## config.mk

```make
export PLATFORM = sky130hd
export DESIGN_NAME = pipe_hazard_ctrl
export DESIGN_NICKNAME = d
export VERILOG_FILES = /design/src/rtl/pipe_hazard_ctrl.sv
export SDC_FILE = /design/constraint.sdc
export NUM_CORES = 1
export LEC_CHECK = 0
export ABC_AREA = 1
export BUFFER_PORTS_ARGS = -buffer_cell sky130_fd_sc_hd__buf_2
export CAP_MARGIN = 20
export CORE_MARGIN = 3
export CORE_UTILIZATION = 56
export CTS_BUF_LIST = sky130_fd_sc_hd__clkbuf_8
export DETAILED_ROUTE_END_ITERATION = 10
export PLACE_DENSITY = 0.81
export SLEW_MARGIN = 30
export SYNTH_ARGS = -nofsm -noshare
export SYNTH_HDL_FRONTEND = slang
export SYNTH_SLANG_ARGS = --single-unit
```

## constraint.sdc

```tcl
create_clock -name clk -period 3.22 [get_ports clk]
set_clock_uncertainty 0.05 [all_clocks]
set_input_delay 0.161 -clock clk [delete_from_list [all_inputs] [get_ports clk]]
set_output_delay 0.161 -clock clk [all_outputs]
set_load 0.01 [all_outputs]
```

## src/rtl/pipe_hazard_ctrl.sv

```systemverilog
// Stall/flush sequencer for the 3-stage core: resolves load-use, redirect and
// multi-cycle memory hazards and counts stall/flush cycles for CSR readout.
module pipe_hazard_ctrl #(
    parameter logic [1:0]  WB_MEM       = 2'd0,
    parameter int unsigned FLUSH_CYCLES = 2,
    parameter int unsigned MEM_TIMEOUT  = 255,
    parameter int unsigned CNT_W        = 32
) (
    input  logic             clk,
    input  logic             rst,
    input  logic [4:0]       rs1_d,
    input  logic [4:0]       rs2_d,
    input  logic             rs1_used_d,
    input  logic             rs2_used_d,
    input  logic [4:0]       rd_x,
    input  logic             reg_we_x,
    input  logic [1:0]       wb_sel_x,
    input  logic             redirect_x,
    input  logic             mem_req_x,
    input  logic             mem_ready,
    output logic             stall_f,
    output logic             stall_fd,
    output logic             stall_x,
    output logic             bubble_x,
    output logic             flush_fd,
    output logic             flush_x,
    output logic             mem_err,
    output logic [1:0]       state_o,
    output logic [CNT_W-1:0] stall_cnt,
    output logic [CNT_W-1:0] flush_cnt
);

    localparam int unsigned REM_W = 4;
    localparam int unsigned TMO_W = 16;

    typedef enum logic [1:0] {
        ST_RUN      = 2'd0,
        ST_FLUSH    = 2'd1,
        ST_MEM_WAIT = 2'd2
    } state_t;

    state_t             state, state_nxt;
    logic [REM_W-1:0]   flush_rem, flush_rem_nxt;
    logic [TMO_W-1:0]   tmo_cnt, tmo_cnt_nxt;
    logic               load_use;
    logic               mem_wait;

    assign load_use = reg_we_x && (wb_sel_x == WB_MEM) && (rd_x != 5'd0) &&
                      ((rs1_used_d && (rs1_d == rd_x)) || (rs2_used_d && (rs2_d == rd_x)));
    assign mem_wait = mem_req_x && !mem_ready;
    assign state_o  = 2'(state);

    // Next state and zero-latency pipeline controls
    always_comb begin
        state_nxt     = state;
        flush_rem_nxt = flush_rem;
        tmo_cnt_nxt   = tmo_cnt;
        stall_f       = 1'b0;
        stall_fd      = 1'b0;
        stall_x       = 1'b0;
        bubble_x      = 1'b0;
        flush_fd      = 1'b0;
        flush_x       = 1'b0;
        mem_err       = 1'b0;
        case (state)
            ST_RUN: begin
                if (mem_wait) begin
                    stall_f     = 1'b1;
                    stall_fd    = 1'b1;
                    stall_x     = 1'b1;
                    state_nxt   = ST_MEM_WAIT;
                    tmo_cnt_nxt = TMO_W'(1);
                end else if (redirect_x) begin
                    flush_fd = 1'b1;
                    flush_x  = 1'b1;
                    if (FLUSH_CYCLES > 1) begin
                        state_nxt     = ST_FLUSH;
                        flush_rem_nxt = REM_W'(FLUSH_CYCLES - 1);
                    end
                end else if (load_use) begin
                    stall_f  = 1'b1;
                    stall_fd = 1'b1;
                    bubble_x = 1'b1;
                end
            end
            ST_MEM_WAIT: begin
                stall_f  = 1'b1;
                stall_fd = 1'b1;
                if (mem_ready) begin
                    stall_x   = 1'b1;
                    state_nxt = ST_RUN;
                end else if (tmo_cnt == TMO_W'(MEM_TIMEOUT)) begin
                    // Abort squashes the stuck X instruction instead of holding it
                    mem_err   = 1'b1;
                    flush_x   = 1'b1;
                    state_nxt = ST_RUN;
                end else begin
                    stall_x     = 1'b1;
                    tmo_cnt_nxt = tmo_cnt + TMO_W'(1);
                end
            end
            ST_FLUSH: begin
                flush_fd = 1'b1;
                flush_x  = 1'b1;
                if (redirect_x) begin
                    flush_rem_nxt = REM_W'(FLUSH_CYCLES - 1);
                end else if (flush_rem <= REM_W'(1)) begin
                    flush_rem_nxt = '0;
                    state_nxt     = ST_RUN;
                end else begin
                    flush_rem_nxt = flush_rem - REM_W'(1);
                end
            end
            default: state_nxt = ST_RUN;
        endcase
        if (rst) begin
            stall_f  = 1'b0;
            stall_fd = 1'b0;
            stall_x  = 1'b0;
            bubble_x = 1'b0;
            flush_fd = 1'b0;
            flush_x  = 1'b0;
            mem_err  = 1'b0;
        end
    end

    // State and free-running performance counters
    always_ff @(posedge clk or posedge rst) begin
        if (rst) begin
            state     <= ST_RUN;
            flush_rem <= '0;
            tmo_cnt   <= '0;
            stall_cnt <= '0;
            flush_cnt <= '0;
        end else begin
            state     <= state_nxt;
            flush_rem <= flush_rem_nxt;
            tmo_cnt   <= tmo_cnt_nxt;
            stall_cnt <= stall_cnt + CNT_W'(stall_f);
            flush_cnt <= flush_cnt + CNT_W'(flush_fd);
        end
    end

endmodule

```

==> flow_summary_export.csv <==
group,metric,value,unit
logic_synthesis,async_flop_share,1.00,
place,placed_area,5660,µm²
timing,worst_slack,0.514,ns
logic_synthesis,yosys.area_share.simple,0.357,
clock_tree,post_cts_buffers,0,
clock_tree,clk_path_buf_depth,2,
global_route,grt_max_degree,88,
worst_setup_path,r2r_start,"state_o[0]",
logic_synthesis,synth_top_family_by_area,"simple AND/OR/NAND/NOR gates",
pwr,p_leak,2.95,nW
clock_tree,numCtsBuffers,9,
worst_setup_path,path_max_fanout,5,
global_route,antenna_found_initial,0,
logic_synthesis,ys_ff_latch,86,
worst_setup_path,critPathKind,"flop to flop",
logic_synthesis,synth-main-ff-cell,"dfrtp_1",
clock_tree,tritoncts,"built",
floorplanning,start_util,0.579,
timing,layout_min_cycle_time,2.71,ns
timing,slew_headroom,0.477,
worst_setup_path,cp.required,3.45,ns
timing,fmax,370,MHz
cells_and_area,seq_area,2150,µm²
place,io_buffers,97,
logic_synthesis,synth-xor-area-share,0.0984,
route,drcViolationCount,0,
worst_setup_path,reg2reg_slack,0.51,ns
clock_tree,postCtsHoldBufs,0,
cells_and_area,fillCellCount,761,
logic_synthesis,synth_compound_area_frac,0.0370,
route,routedWlPerCell,13.7,µm
run_status,status,"completed",
timing,slew_viol_final,0,
logic_synthesis,synth_edf_count,0,
cells_and_area,drive_gt1_frac,0.209,
cells_and_area,nNetsFinal,799,
floorplanning,dieArea,10200,µm²
logic_synthesis,syn_inst,663,
global_route,grt_pass1_vias,4489,
logic_synthesis,syn_area_per_cell,7.65,µm²
timing,timing.final.crit_share,0.840,
floorplanning,coreArea,8760,µm²
worst_setup_path,cp-start-kind,"flop",
cells_and_area,finalInstanceArea,5880,µm²
pwr,power_density,477,nW/µm²
worst_setup_path,reg2reg_depth,11,
route,first_pass_iters,5,
global_route,grt_usage,0.245,
clock_tree,cts_resized,0,
worst_setup_path,r2r_end,"flush_cnt[16]",
cells_and_area,multi_input_comb_area,2580,µm²
logic_synthesis,yosys_warnings,0,
logic_synthesis,synth_seq_area_share,0.424,
timing,hold_viol,0,
timing,finalSetupViolCount,0,
logic_synthesis,muxShareOfSynthArea,0,
timing,fin_setup_tns,0,ns
floorplanning,die_h,101,µm
route,drtIter0Drc,196,
job,maxCapViolations,0,
route,viasPerCell,5.32,
floorplanning,io_pins,98,
pwr,p_total,0.00280,W
logic_synthesis,syn_nets,695,
logic_synthesis,ys_types,32,
route,postRouteAntennaNets,0,
clock_tree,clk_pin_slew,0.09,ns
place,routabilityCongestion,0.932,
clock_tree,clock-root-buffer,"clkbuf_8",
global_route,grt_pass1_wl,20300,µm
worst_setup_path,critPathCaptureType,"flop",
cells_and_area,syn_to_final_growth,16.0,%
route,drt_wl_total,12000,µm
worst_setup_path,cp.arrival,2.93,ns
global_route,globalRouteOverflowTotal,0,
floorplanning,die_w,101,µm
pwr,ir_worst_vdd,0.000370,V
clock_tree,cts.sinks,86,
place,dp_hpwl,9260,µm
logic_synthesis,syn-cell-area,5070,µm²
clock_tree,clk_latency,0.36,ns
clock_tree,cts.htree.levels,3,
timing,grt_setup_unrepaired,"false",
timing,tightest_slew,0.785,ns
logic_synthesis,yosys.area_share.adder,0.0173,
cells_and_area,num_antenna_cells,0,
place,pre_cts_ws,0.586,ns
floorplanning,rows,34,
worst_hold_path,min_path_type,"primary input to async pin",
route,vias,4679,
==> through the flow <==
stage | hold slack (ns) | std cells | utilization
finish | 0.0383 | 880 | 0.671
global route | 0.112 | 880 | 0.671
CTS | 0.0683 | 880 | 0.671
detailed placement | 0.408 | 864 | 0.646
global placement | 0.406 | 864 | 0.645
floorplan | 0.305 | 663 | -
==> cell usage after synthesis (all sizes together) (3+ instances only) <==
master / instances / share of area
nand3: 39 / 0.045
nor2: 108 / 0.091
ha: 7 / 0.017
a21oi: 6 / 0.0059
xnor2: 16 / 0.028
nand4: 18 / 0.022
inv: 75 / 0.056
o21bai: 3 / 0.0044
dfrtp: 86 / 0.42
nor3: 25 / 0.029
o21ai: 19 / 0.025
nand3b: 7 / 0.010
xor2: 41 / 0.071
buf: 5 / 0.0091
nand2: 204 / 0.16
==> sequential cells by signal, summed over array words and instances, names as in the netlist <==
name / count
state_o: 2
tmo_cnt: 16
stall_cnt: 32
flush_rem: 4
flush_cnt: 32
==> how the worst max path moves through the flow <==
stage / from / to / slack [ns] / cells after the start
after floorplan: rst / stall_cnt[22] / 0.25 / 11
after global placement: state_o[0] / flush_cnt[28] / 0.63 / 13
after detailed placement: state_o[0] / flush_cnt[16] / 0.59 / 11
after CTS: state_o[0] / flush_cnt[16] / 0.56 / 11
after global routing: state_o[0] / flush_cnt[30] / 0.32 / 12
final: state_o[0] / flush_cnt[16] / 0.51 / 11
==> logic make-up after synthesis <==
group	Yosys count
buffers and inverters	81
AND/OR/NAND/NOR	403
flip-flops	86
adder cells (fa/ha/maj)	7
XOR/XNOR	57
AO/OA/AOI/OAI	29
==> routing by layer <==
metal  vias to the layer above  track usage  part of all wire
met5                         -            0                 0
met4                         0       0.0818             0.020
met3                        30       0.0379             0.066
met2                       178        0.408              0.47
met1                      2170        0.327              0.44
li1                       2301            -                 -
==> area by class of cell <==
| class | instances | share of cell area |
|---|---|---|
| Tap cell | 108 | 0.0230 |
| Timing Repair Buffer | 98 | 0.0844 |
| Clock buffer | 10 | 0.0234 |
| Multi-Input combinational cell | 496 | 0.439 |
| Clock inverter | 6 | 0.0145 |
| Inverter | 76 | 0.0498 |
| Sequential cell | 86 | 0.366 |
==> power breakdown <==
group	total, W	leakage, nW	internal (W)	switching (W)
clock	0.000856	0.114	0.000457	0.000398
combinational	0.000621	1.70	0.000216	0.000405
sequential	0.00133	1.13	0.00119	0.000137
total	0.00280	2.95	0.00186	0.000941
==> critical path, stage by stage (launching register included) <==
cell and delay, ns:
dfrtp_1 0.44, inv_1 0.12, nor2_2 0.18, inv_1 0.09, a21oi_1 0.32, ha_1 0.26, ha_1 0.19, nand3_1 0.17
nor2_2 0.24, inv_1 0.10, nor3_1 0.27, xor2_1 0.19
==> layout by cell type, fill, tap and decap left out, types with 2 or more instances in the layout <==
cell and n:
bufinv_16 2, nand2_1 193, clkinvlp_4 2, nor2_2 8, clkbuf_8 10, o21ai_0 5, o21bai_1 3, o21ai_2 9
nand4_1 18, ha_1 7, buf_2 97, nor3_1 22, a21oi_1 6, nand3_1 34, clkinv_2 2, nand3b_1 7
nor2_1 95, nand2_2 11, dfrtp_1 86, xor2_1 41, inv_2 4, inv_1 70, o21ai_1 5, nor2_4 5
xnor2_1 16, nor3_2 2, nand3_2 4
No activity file was read; power rests on OpenSTA's default activity.
